## src/rtl/load_store_unit.sv

```systemverilog
// load_store_unit: byte/half/word load-store engine in front of a word-indexed data memory.
//
// Ports
//   clk, rst_n            clock, asynchronous active-low reset
//   reqValid / reqReady   request handshake (ready only in IDLE)
//   reqWrite, reqSize,    request fields: store/load, 00 byte / 01 half / 10 word / 11 illegal,
//   reqSigned, reqAddr,   sign-extend on loads, byte address, right-justified store data
//   reqWData
//   respValid, respData,  one-cycle completion pulse with load result and error flag
//   respError
//   address, writeData,   memory port; address is the latched word index, readData is sampled
//   memRead, memWrite,    on the last memRead cycle
//   readData
//
// Sub-word stores are read-modify-write: the old word is read, the addressed lane replaced,
// and the merged word written back.

module load_store_unit #(
  parameter int unsigned MEM_LAT = 1
) (
  input  logic        clk,
  input  logic        rst_n,
  input  logic        reqValid,
  output logic        reqReady,
  input  logic        reqWrite,
  input  logic [1:0]  reqSize,
  input  logic        reqSigned,
  input  logic [31:0] reqAddr,
  input  logic [31:0] reqWData,
  output logic        respValid,
  output logic [31:0] respData,
  output logic        respError,
  output logic [31:0] address,
  output logic [31:0] writeData,
  output logic        memRead,
  output logic        memWrite,
  input  logic [31:0] readData
);

  localparam logic [1:0] SzByte = 2'b00;
  localparam logic [1:0] SzHalf = 2'b01;
  localparam logic [1:0] SzWord = 2'b10;

  // Counter counts down to zero, so MEM_LAT cycles means reloading with MEM_LAT-1.
  localparam logic [3:0] CntReload = 4'(MEM_LAT - 1);

  typedef enum logic [1:0] {StIdle, StRdWait, StWrite, StResp} state_e;

  state_e      state;
  logic [3:0]  cntQ;
  logic        writeQ;
  logic        signedQ;
  logic [1:0]  sizeQ;
  logic [31:0] addrQ;
  logic [31:0] wdataQ;

  logic        reqErr;
  logic [7:0]  byteLane;
  logic [15:0] halfLane;
  logic [31:0] loadData;
  logic [31:0] mergeData;

  assign reqReady = (state == StIdle);
  assign address  = {2'b00, addrQ[31:2]};

  // Alignment / legality of the request currently on the inputs.
  always_comb begin
    reqErr = 1'b0;
    case (reqSize)
      SzByte:  reqErr = 1'b0;
      SzHalf:  reqErr = reqAddr[0];
      SzWord:  reqErr = |reqAddr[1:0];
      default: reqErr = 1'b1;
    endcase
  end

  // Little-endian lane extraction and lane merge against the latched request.
  always_comb begin
    byteLane  = readData[{addrQ[1:0], 3'b000} +: 8];
    halfLane  = readData[{addrQ[1], 4'b0000} +: 16];
    loadData  = readData;
    mergeData = readData;
    case (sizeQ)
      SzByte: begin
        loadData = {{24{signedQ & byteLane[7]}}, byteLane};
        mergeData[{addrQ[1:0], 3'b000} +: 8] = wdataQ[7:0];
      end
      SzHalf: begin
        loadData = {{16{signedQ & halfLane[15]}}, halfLane};
        mergeData[{addrQ[1], 4'b0000} +: 16] = wdataQ[15:0];
      end
      default: begin
        loadData  = readData;
        mergeData = wdataQ;
      end
    endcase
  end

  always_ff @(posedge clk or negedge rst_n) begin
    if (!rst_n) begin
      state     <= StIdle;
      cntQ      <= 4'd0;
      writeQ    <= 1'b0;
      signedQ   <= 1'b0;
      sizeQ     <= 2'b00;
      addrQ     <= 32'd0;
      wdataQ    <= 32'd0;
      respValid <= 1'b0;
      respError <= 1'b0;
      respData  <= 32'd0;
      memRead   <= 1'b0;
      memWrite  <= 1'b0;
      writeData <= 32'd0;
    end else begin
      unique case (state)
        StIdle: begin
          if (reqValid) begin
            writeQ  <= reqWrite;
            signedQ <= reqSigned;
            sizeQ   <= reqSize;
            addrQ   <= reqAddr;
            wdataQ  <= reqWData;
            if (reqErr) begin
              state     <= StResp;
              respValid <= 1'b1;
              respError <= 1'b1;
              respData  <= 32'd0;
            end else if (reqWrite && (reqSize == SzWord)) begin
              state     <= StWrite;
              memWrite  <= 1'b1;
              writeData <= reqWData;
            end else begin
              // Loads and sub-word stores both start by reading the addressed word.
              state   <= StRdWait;
              memRead <= 1'b1;
              cntQ    <= CntReload;
            end
          end
        end
        StRdWait: begin
          if (cntQ == 4'd0) begin
            memRead <= 1'b0;
            if (writeQ) begin
              state     <= StWrite;
              memWrite  <= 1'b1;
              writeData <= mergeData;
            end else begin
              state     <= StResp;
              respValid <= 1'b1;
              respError <= 1'b0;
              respData  <= loadData;
            end
          end else begin
            cntQ <= cntQ - 4'd1;
          end
        end
        StWrite: begin
          memWrite  <= 1'b0;
          writeData <= 32'd0;
          state     <= StResp;
          respValid <= 1'b1;
          respError <= 1'b0;
          respData  <= 32'd0;
        end
        StResp: begin
          respValid <= 1'b0;
          respError <= 1'b0;
          respData  <= 32'd0;
          state     <= StIdle;
        end
        default: state <= StIdle;
      endcase
    end
  end

endmodule

```

## config.mk

```make
export PLATFORM = sky130hd
export DESIGN_NAME = load_store_unit
export DESIGN_NICKNAME = d
export VERILOG_FILES = /design/src/rtl/load_store_unit.sv
export SDC_FILE = /design/constraint.sdc
export NUM_CORES = 1
export LEC_CHECK = 0
export ABC_AREA = 1
export CORE_MARGIN = 5
export CORE_UTILIZATION = 45
export DETAILED_ROUTE_END_ITERATION = 12
export MAX_ROUTING_LAYER = met4
export PLACE_DENSITY = 0.76
export SYNTH_ARGS = -nofsm -noshare
export SYNTH_HDL_FRONTEND = slang
export SYNTH_SLANG_ARGS = --single-unit
```

## constraint.sdc

```tcl
create_clock -name clk -period 2.1 [get_ports clk]
set_clock_uncertainty 0.05 [all_clocks]
set_input_delay 0.21 -clock clk [delete_from_list [all_inputs] [get_ports clk]]
set_output_delay 0.21 -clock clk [all_outputs]
set_load 0.01 [all_outputs]
```

==> results.md, run 1 <==
* Overall routed net length at 28,680 um
* Post-Synth XOR/XNOR Area at less than 1%
* Setup TNS Final at 0 ps
* Register area share after synthesis at 41.06%
* GRT overflow at 0
* Endpoints failing setup at 0
* Actual slew at the worst max-slew pin at between 500 and 600 ps
* FF/Latch Area at around 3600 um2
* Hold slack at 267.7 ps
* Die width at about 150 um
* Simple-Gate Fraction of Synth Area at slightly above 30%
* Slew Viols, Final at 0
* Pleak at ~5.7 nW
* CP peak stage delay at 410 ps
* Root buffer cell: clkbuf_16
* # diodes at 0
* First-pass GRT wire length at 45,480 um
* #FFs+latches synth at approximately 140
* Drt wl/cell at 17.52 um
* ANT nets after route at 0
* Min Tclk post-route at 1938 ps
* Drc violations at 0
* Drt first pass iters at 5
* Mapped Cells at roughly 1,200
* Complex-gate fraction of the synthesized area at 10.84%
* Multi-input gate area at between 4000 and 5000 um2
* VDD IR-drop max at between 0.8 and 0.9 mV
* Clk slew on worst S/H paths at around 60 ps
* Vias per inst at 5.150
* Core area at between 15,000 and 20,000 um2
* Nets at 1,479
* Slew HR at 63.85%
* Antenna violations before repair at 0
* Setup WS post-layout at 162.4 ps
* Placer Congestion at about 0.99
* MaxCap Viol Count at 0
* Setup crit end kind: register
* DIE AREA at roughly 22,000 um2
* CP startpoint kind: register
* CTS Buf Count at 17
* Pwr Density at between 1500 and 2000 nW/um2
* Synth Area in Adders at 1.735%
* Worst min path class: in2async
* Critical path's slowest cell: dfrtp_1
* PortBufs at 201
* Status: finished, final reports clean
* Mapped Area at just under 9000 um2
* Final hold violation count at 0
* Crit share post-route at 92.27%
* Largest family of logic cells by synthesized area: simple AND/OR/NAND/NOR gates
* Final HPWL from detailed placement at 21,350 um
* Yosys warns at 0
* Pre-CTS setup slack at 99.58 ps
* Worst-Skew Late Latency at around 430 ps
* Crit Path Max Fanout at 17
* Critical Path, Cell by Cell: inv_1 -> ha_1 -> buf_4 -> nand2_2 -> clkinv_1 -> buf_12 -> nand4_1 -> nand2_1 -> nand2_1 -> nand2_1
* Clock tree buffer depth at 2
* Chip height at ~150 um
* Layout area overhead at 33.56%
* CTS H-tree lvls at 4
* Critical path class: reg2reg
* CTS tree: yes
* GR Util All Layers at 26.80%
* Critical path arrival at 2200 ps
* Vias in the first global route at about 8,300
* Fillers at approximately 1,700
* Synthesized area per cell at 7.296 um2
* Max Freq at 0.5161 GHz
* Drt initial violations at 754
* Largest net degree at the start of global routing at 57
* I/O pin count at 204
* Worst EP required at 2360 ps
* Initial Utilization at 45.95%
* Share of layout cells above drive strength 1 at 11.84%
* Placement row count at 50
* Synth cell types at 37
* Routed vias at 8,430
* Multiplexer share of the synthesized area at 6.116%
* CP most frequent cell: nand2_1
* RSZ-0062 raised after global routing: no
* Clk sink count at 142
-- state kept, by name (all words and copies together), names as in the netlist --
register,flops
state,2
respData,32
cntQ,4
respError,1
wdataQ,32
writeData,32
memRead,1
memWrite,1
signedQ,1
writeQ,1
sizeQ,2
respValid,1
addrQ,32
-- final cells by class --
class,count,share of cell area [%]
inverter,70,2.317
timing repair buffer,250,21.76
multi-input combinational,883,37.21
clock inverter,14,1.353
sequential,142,30.75
tap,260,2.815
clock buffer,18,3.800
-- routing by layer --
| layer | global-route usage (%) | up-vias | wire, um |
|---|---|---|---|
| met1 | 36.02 | 3908 | 12620 |
| met5 | - | - | 0 |
| met2 | 41.40 | 395 | 13240 |
| met3 | 5.180 | 47 | 2141 |
| li1 | - | 4080 | - |
| met4 | 8.037 | 0 | 682 |
-- worst max-delay path: cells and delay by family, from the launching register on --
family | cells | cell delay (ps)
AND/OR/NAND/NOR | 5 | 400
flip-flops | 1 | 410
buffers and inverters | 4 | 670
adder cells (fa/ha/maj) | 1 | 280
-- synth_stat cells (all sizes together) --
| cell | number | share of area, % |
|---|---|---|
| ha | 12 | 1.7 |
| nor3 | 1 | 0.058 |
| o22ai | 2 | 0.14 |
| o211ai | 14 | 1.4 |
| buf | 71 | 5.4 |
| or2 | 1 | 0.072 |
| a21oi | 65 | 3.9 |
| nor2 | 115 | 5.4 |
| dfrtp | 142 | 41 |
| inv | 67 | 2.9 |
| mux2 | 47 | 6.1 |
| nand2 | 500 | 22 |
| clkinv | 3 | 0.14 |
| o21ai | 47 | 2.8 |
| o221ai | 5 | 0.51 |
| nand3 | 35 | 2.5 |
| o31ai | 1 | 0.087 |
| clkbuf | 21 | 0.91 |
| conb | 1 | 0.043 |
| a21boi | 24 | 2.1 |
| xor2 | 2 | 0.20 |
| nand4 | 10 | 0.72 |
-- kinds of logic (layout without fill, tap and decap cells) --
kind of cell	Yosys count	after routing
AND/OR/NAND/NOR	662	662
buffers and inverters	162	352
flip-flops	142	142
XOR/XNOR	2	2
AO/OA/AOI/OAI	158	158
multiplexers	47	47
other	1	2
adder cells (fa/ha/maj)	12	12
-- layout by cell type, fill, tap and decap left out, drive strengths merged, types with 18 or more instances in the layout --
cell,synthesis,routed
a21boi,24,24
nand2,500,500
o21ai,47,47
nor2,115,115
inv,67,73
a21oi,65,65
buf,71,49
mux2,47,47
dfrtp,142,142
clkdlybuf4s50,0,199
nand3,35,35
clkbuf,21,18
-- final timing paths --
kind,startpoint,end,slack (ps),cells past startpoint
max,state[1],writeData[2],160,10
min,rst_n,respData[16],270,2
max reg2reg,state[1],writeData[2],160,10
min reg2reg,writeData[9],writeData[9],430,2
max in group asynchronous,rst_n,wdataQ[31],1100,3
min in group clk,reqWData[29],wdataQ[29],330,3
-- report_power, final --
group	total [mW]	leakage [nW]	internal [mW]	switching [mW]
logic	10.7	3.63	4.49	6.19
clock network	3.11	0.280	1.80	1.31
registers	4.78	1.77	3.92	0.862
-- through the flow --
step | cells | cell area, um2 | power (mW) | utilization, %
after detailed placement | 1603 | 10930 | 15.33 | 58.05
after floorplan | 1187 | 8657 | 11.52 | -
after global routing | 1637 | 11560 | 20.00 | 61.38
after CTS | 1636 | 11540 | 18.56 | 61.30
after global placement | 1603 | 10930 | 15.17 | 58.05
final | 1637 | 11560 | 18.57 | 61.38
-- what timing repair did --
item / 4_1_cts / 5_1_grt
endpoints found under the setup margin: 1 / 36
gates resized for setup: 3 / 3
buffers inserted: 0 / 1
hold buffers: 1 / 0
hold endpoints to repair: 45 / 0
Power figures use the tool's default switching activity.
==> inputs of run 2 (changes only) <==
==> constraint.sdc (replaced) <==
create_clock -name clk -period 2.1 [get_ports clk]
set_clock_uncertainty 0.05 [all_clocks]
set_input_delay 0.63 -clock clk [delete_from_list [all_inputs] [get_ports clk]]
set_output_delay 0.63 -clock clk [all_outputs]
set_load 0.01 [all_outputs]
==> results.md, run 2 (synthesized netlist as in run 1, its figures left out) <==
* Reg2reg end: writeData[17]
* Drc violations at 0
* Slew HR at 60.39%
* Drt wl/cell at about 17 um
* Worst-Skew Late Latency at 430 ps
* CP startpoint kind: register
* Crit share post-route at 96.95%
* Pleak at 5.862 nW
* Overall routed net length at 28,330 um
* VDD IR-drop max at 0.9259 mV
* Drt initial violations at 675
* Placer Congestion at 0.9708
* Cts hold-fix bufs at 0
* CTS H-tree lvls at 4
* Critical path class: reg2out
* CP startpoint: state[0]
* Critical path arrival at 1360 ps
* Drt first pass iters at 5
* MaxCap Viol Count at 0
* Overall Power at 18.86 mW
* Fillers at roughly 1,700
* ANT nets after route at 0
* Die width at 148.7 um
* Chip height at 148.7 um
* GRT overflow at 0
* PortBufs at 201
* Vias per inst at 5.047
* Status: finished, final reports clean
* Nets at 1,517
* Root buffer cell: clkbuf_16
* Most frequent cells in the layout: nand2_1, clkdlybuf4s50_1, dfrtp_1, nor2_1, buf_4
* Vias in the first global route at around 8,400
* First-pass GRT wire length at 45,460 um
* Max Freq at 0.4912 GHz
* Final HPWL from detailed placement at 21,680 um
* Design area at roughly 12,000 um2
* Layout area overhead at 37.10%
* Setup TNS Final at 0 ps
* RSZ-0062 raised after global routing: no
* Routed vias at 8,454
* Min Tclk post-route at 2036 ps
* Critical path's slowest cell: dfrtp_1
* Actual slew at the worst max-slew pin at 594.0 ps
* Placed cell area at 11,240 um2
* Worst min path class: in2async
* Largest net degree at the start of global routing at 44
* R2R Setup Slk at 120 ps
* Clk sink count at 142
* Most common cell after layout, fill and taps aside: nand2_1
* Endpoints failing setup at 0
* Worst EP required at 1420 ps
* Core area at 18,830 um2
* Hold slack at 38.44 ps
* Crit Path Max Fanout at 3
* # diodes at 0
* Initial Utilization at 45.95%
* CP peak stage delay at 380 ps
* CTS Buf Count at 17
* Reg2Reg Depth at 12
* DIE AREA at 22,100 um2
* CTS tree: yes
* Setup crit end kind: output port
* Pwr Density at 1589 nW/um2
* End of the critical path: reqReady
* Share of layout cells above drive strength 1 at between 10 and 15%
* Antenna violations before repair at 0
* I/O pin count at a little over 200
* Final hold violation count at 0
* Clock tree buffer depth at 2
* Slew Viols, Final at 0
* GR Util All Layers at 26.63%
* Critical Path, Cell by Cell: inv_1 -> ha_4 -> clkdlybuf4s15_2
* Clk slew on worst S/H paths at about 70 ps
* Critical R2R Launch: addrQ[1]
* Placement row count at 50
run 2: cell count changes in the layout (fill, tap and decap cells not counted), sizes merged:
cell / before / now
clkdlybuf4s15: 0 / 1
dlygate4sd2: 1 / 0
clkinvlp: 4 / 3
clkbuf: 18 / 17
buf: 49 / 88
dlygate4sd3: 1 / 0
clkinv: 5 / 4
inv: 73 / 76
run 2: cell type report:
| cell class | count | area [um2] | share of cell area (%) |
|---|---|---|---|
| clock buffers | 17 | 425.4 | 3.586 |
| inverters | 70 | 266.5 | 2.246 |
| flip-flops and latches | 142 | 3553 | 29.95 |
| repair buffers | 288 | 2805 | 23.64 |
| clock inverters | 15 | 175.2 | 1.476 |
| multi-input cells | 883 | 4313 | 36.35 |
| well taps | 260 | 325.3 | 2.742 |
run 2: report_power, final:
group          total [mW]  switching [mW]  internal [mW]
Clock                3.16            1.36           1.80
Sequential           4.70           0.785           3.92
Combinational        11.0            6.22           4.77
run 2: worst min-delay path by stage:
stage | start | end | slack [ps] | cells after the start
finish | rst_n | respData[27] | 40 | 1
global placement | memRead | memRead | 410 | 2
CTS | rst_n | respData[27] | 40 | 1
detailed placement | memRead | memRead | 410 | 2
global route | rst_n | respData[24] | 50 | 1
floorplan | rst_n | addrQ[0] | 280 | 0
run 2: stage by stage:
stage | util (%) | setup WS [ps] | instances
finish | 63.00 | 64.00 | 1675
global route | 63.00 | 7.978 | 1675
detailed placement | 59.67 | -243.2 | 1642
CTS | 62.92 | 12.35 | 1675
global placement | 59.67 | -223.1 | 1642
floorplan | - | 2.846 | 1187
run 2: what timing repair did:
| item | CTS | global route |
|---|---|---|
| setup endpoints to repair | 1 | 16 |
| endpoints found under the hold margin | 0 | 0 |
| gates resized for setup | 4 | 4 |
| setup buffers | 1 | 0 |
run 2: worst max-delay path, delay by kind of cell, from the launching register on:
family | cells | cell delay, ps
flops | 1 | 380
buf+inv | 2 | 370
fa+ha+maj | 1 | 190
run 2: per-layer routing:
| metal | routed length [um] | GRT usage [%] |
|---|---|---|
| met1 | 12820 | 35.75 |
| met2 | 13200 | 42.17 |
| met3 | 1688 | 4.723 |
| met4 | 617 | 6.651 |
| met5 | 0 | - |
==> inputs of run 3 (changes only) <==
Settings changed: ABC_CLOCK_PERIOD_IN_PS set to 2100, SKIP_LAST_GASP set to 1.
==> results.md, run 3 (synthesized netlist as in run 1, its figures left out) <==
* Status: finished, final reports clean
* Actual slew at the worst max-slew pin at around 600 ps
* Endpoints failing setup at 0
* GRT overflow at 0
* Critical path class: reg2out
* Placed cell area at 11,240 um2
* Drc violations at 0
* Crit share post-route at 98.94%
* Setup crit end kind: output port
* Finished Layout Cells at 1,675
* Placer Congestion at 0.9708
* Placement row count at 50
* Max Freq at approximately 0.48 GHz
* Most common cell after layout, fill and taps aside: nand2_1
* Setup TNS Final at 0 ps
* Share of layout cells above drive strength 1 at 14.42%
* Clk slew on worst S/H paths at 70 ps
* CP startpoint kind: register
* Worst min path class: in2async
* Hold slack at ~38 ps
* Overall Power at 18.86 mW
* Drt wl/cell at 16.94 um
* Min Tclk post-route at 2078 ps
* I/O pin count at 204
* Drt initial violations at 675
* CTS Buf Count at 17
* Pwr Density at around 1600 nW/um2
* Die width at between 100 and 150 um
* GR Util All Layers at a little over a quarter
* VDD IR-drop max at roughly 0.93 mV
* CTS tree: yes
* Chip height at 148.7 um
* Vias per inst at 5.070
* Worst EP required at roughly 1400 ps
* Placed Cells at between 1,500 and 2,000
* # diodes at 0
* Nets at 1,517
* Slew Viols, Final at 0
* Root buffer cell: clkbuf_16
* Worst-Skew Late Latency at approximately 430 ps
* RSZ-0062 raised after global routing: yes
* DIE AREA at about 22,000 um2
* Critical path arrival at 1400 ps
* CP peak stage delay at 420 ps
* Final HPWL from detailed placement at 21,680 um
* Overall routed net length at 28,370 um
* Layout area overhead at 37.10%
* Initial Utilization at 45.95%
* MaxCap Viol Count at 0
* Final hold violation count at 0
* Critical path's slowest cell: dfrtp_1
* Clk sink count at 142
* Antenna violations before repair at 0
* Drt first pass iters at 7
* CTS H-tree lvls at 4
* Clock tree buffer depth at 2
* Slew HR at 60.36%
* Crit Path Max Fanout at 4
* Reg2Reg Depth at 12
* Critical Path, Cell by Cell: inv_1 -> ha_4 -> clkdlybuf4s15_2
* Largest net degree at the start of global routing at 44
* Vias in the first global route at between 8,000 and 9,000
* Routed vias at 8,493
* PortBufs at 201
* Most frequent cells in the layout: nand2_1, clkdlybuf4s50_1, dfrtp_1, nor2_1, buf_4
* Critical R2R Launch: addrQ[1]
* Design area at 11,860 um2
* R2R Setup Slk at 110 ps
* Pleak at 5.863 nW
* Core area at 18,830 um2
* First-pass GRT wire length at approximately 45,000 um
* Reg2reg end: writeData[17]
* ANT nets after route at 0
[run 3: cell count changes in the layout (fill, tap and decap cells not counted)]
cell   change
inv_1      +1
inv_2      -1
[run 3: how the worst max path moves through the flow]
stage                    to         from  cells after the start  slack [ps]
2_1_floorplan  writeData[1]     addrQ[1]                     12           3
3_3_place_gp   respData[20]  readData[7]                     10        -220
3_5_place_dp   respData[30]  readData[7]                     10        -240
4_1_cts            reqReady     state[1]                      3          10
5_1_grt            reqReady     state[1]                      3         -40
6_report           reqReady     state[1]                      3          20
[run 3: metrics by stage]
step                setup WS [ps]  util, %
floorplan                   2.846        -
global placement           -223.1    59.67
global route               -42.40    63.00
finish                      22.22    63.00
CTS                         12.35    62.92
detailed placement         -243.2    59.67
[run 3: final cells by class]
class / instances / area [um2]
fill: 1679 / 6967
multi-input combinational: 883 / 4313
sequential: 142 / 3553
timing repair buffer: 288 / 2805
clock buffer: 17 / 425.4
tap: 260 / 325.3
inverter: 70 / 266.5
clock inverter: 15 / 175.2
[run 3: what timing repair did]
| item | 4_1_cts | 5_1_grt |
|---|---|---|
| buffers inserted | 1 | 0 |
| gates cloned | 0 | 0 |
| endpoints found under the setup margin | 1 | 16 |
| gates resized for setup | 4 | 3 |
| hold buffers | 0 | 0 |
[run 3: per-layer routing]
layer	track usage [%]	share of wire [%]	vias to the layer above
met5	-	0	-
met4	6.651	2.1	0
met3	4.723	5.9	50
met2	42.17	47	323
met1	35.75	45	3959
li1	-	-	4161
[run 3: worst max-delay path, delay by kind of cell, from the launching register on]
| kind | cells | cell delay, ps |
|---|---|---|
| buf+inv | 2 | 380 |
| flops | 1 | 420 |
| fa+ha+maj | 1 | 180 |
[run 3: report_power, final]
| group | internal (mW) | switching, mW | total (mW) |
|---|---|---|---|
| combinational | 4.77 | 6.23 | 11.0 |
| clock | 1.79 | 1.36 | 3.16 |
| sequential | 3.92 | 0.785 | 4.70 |
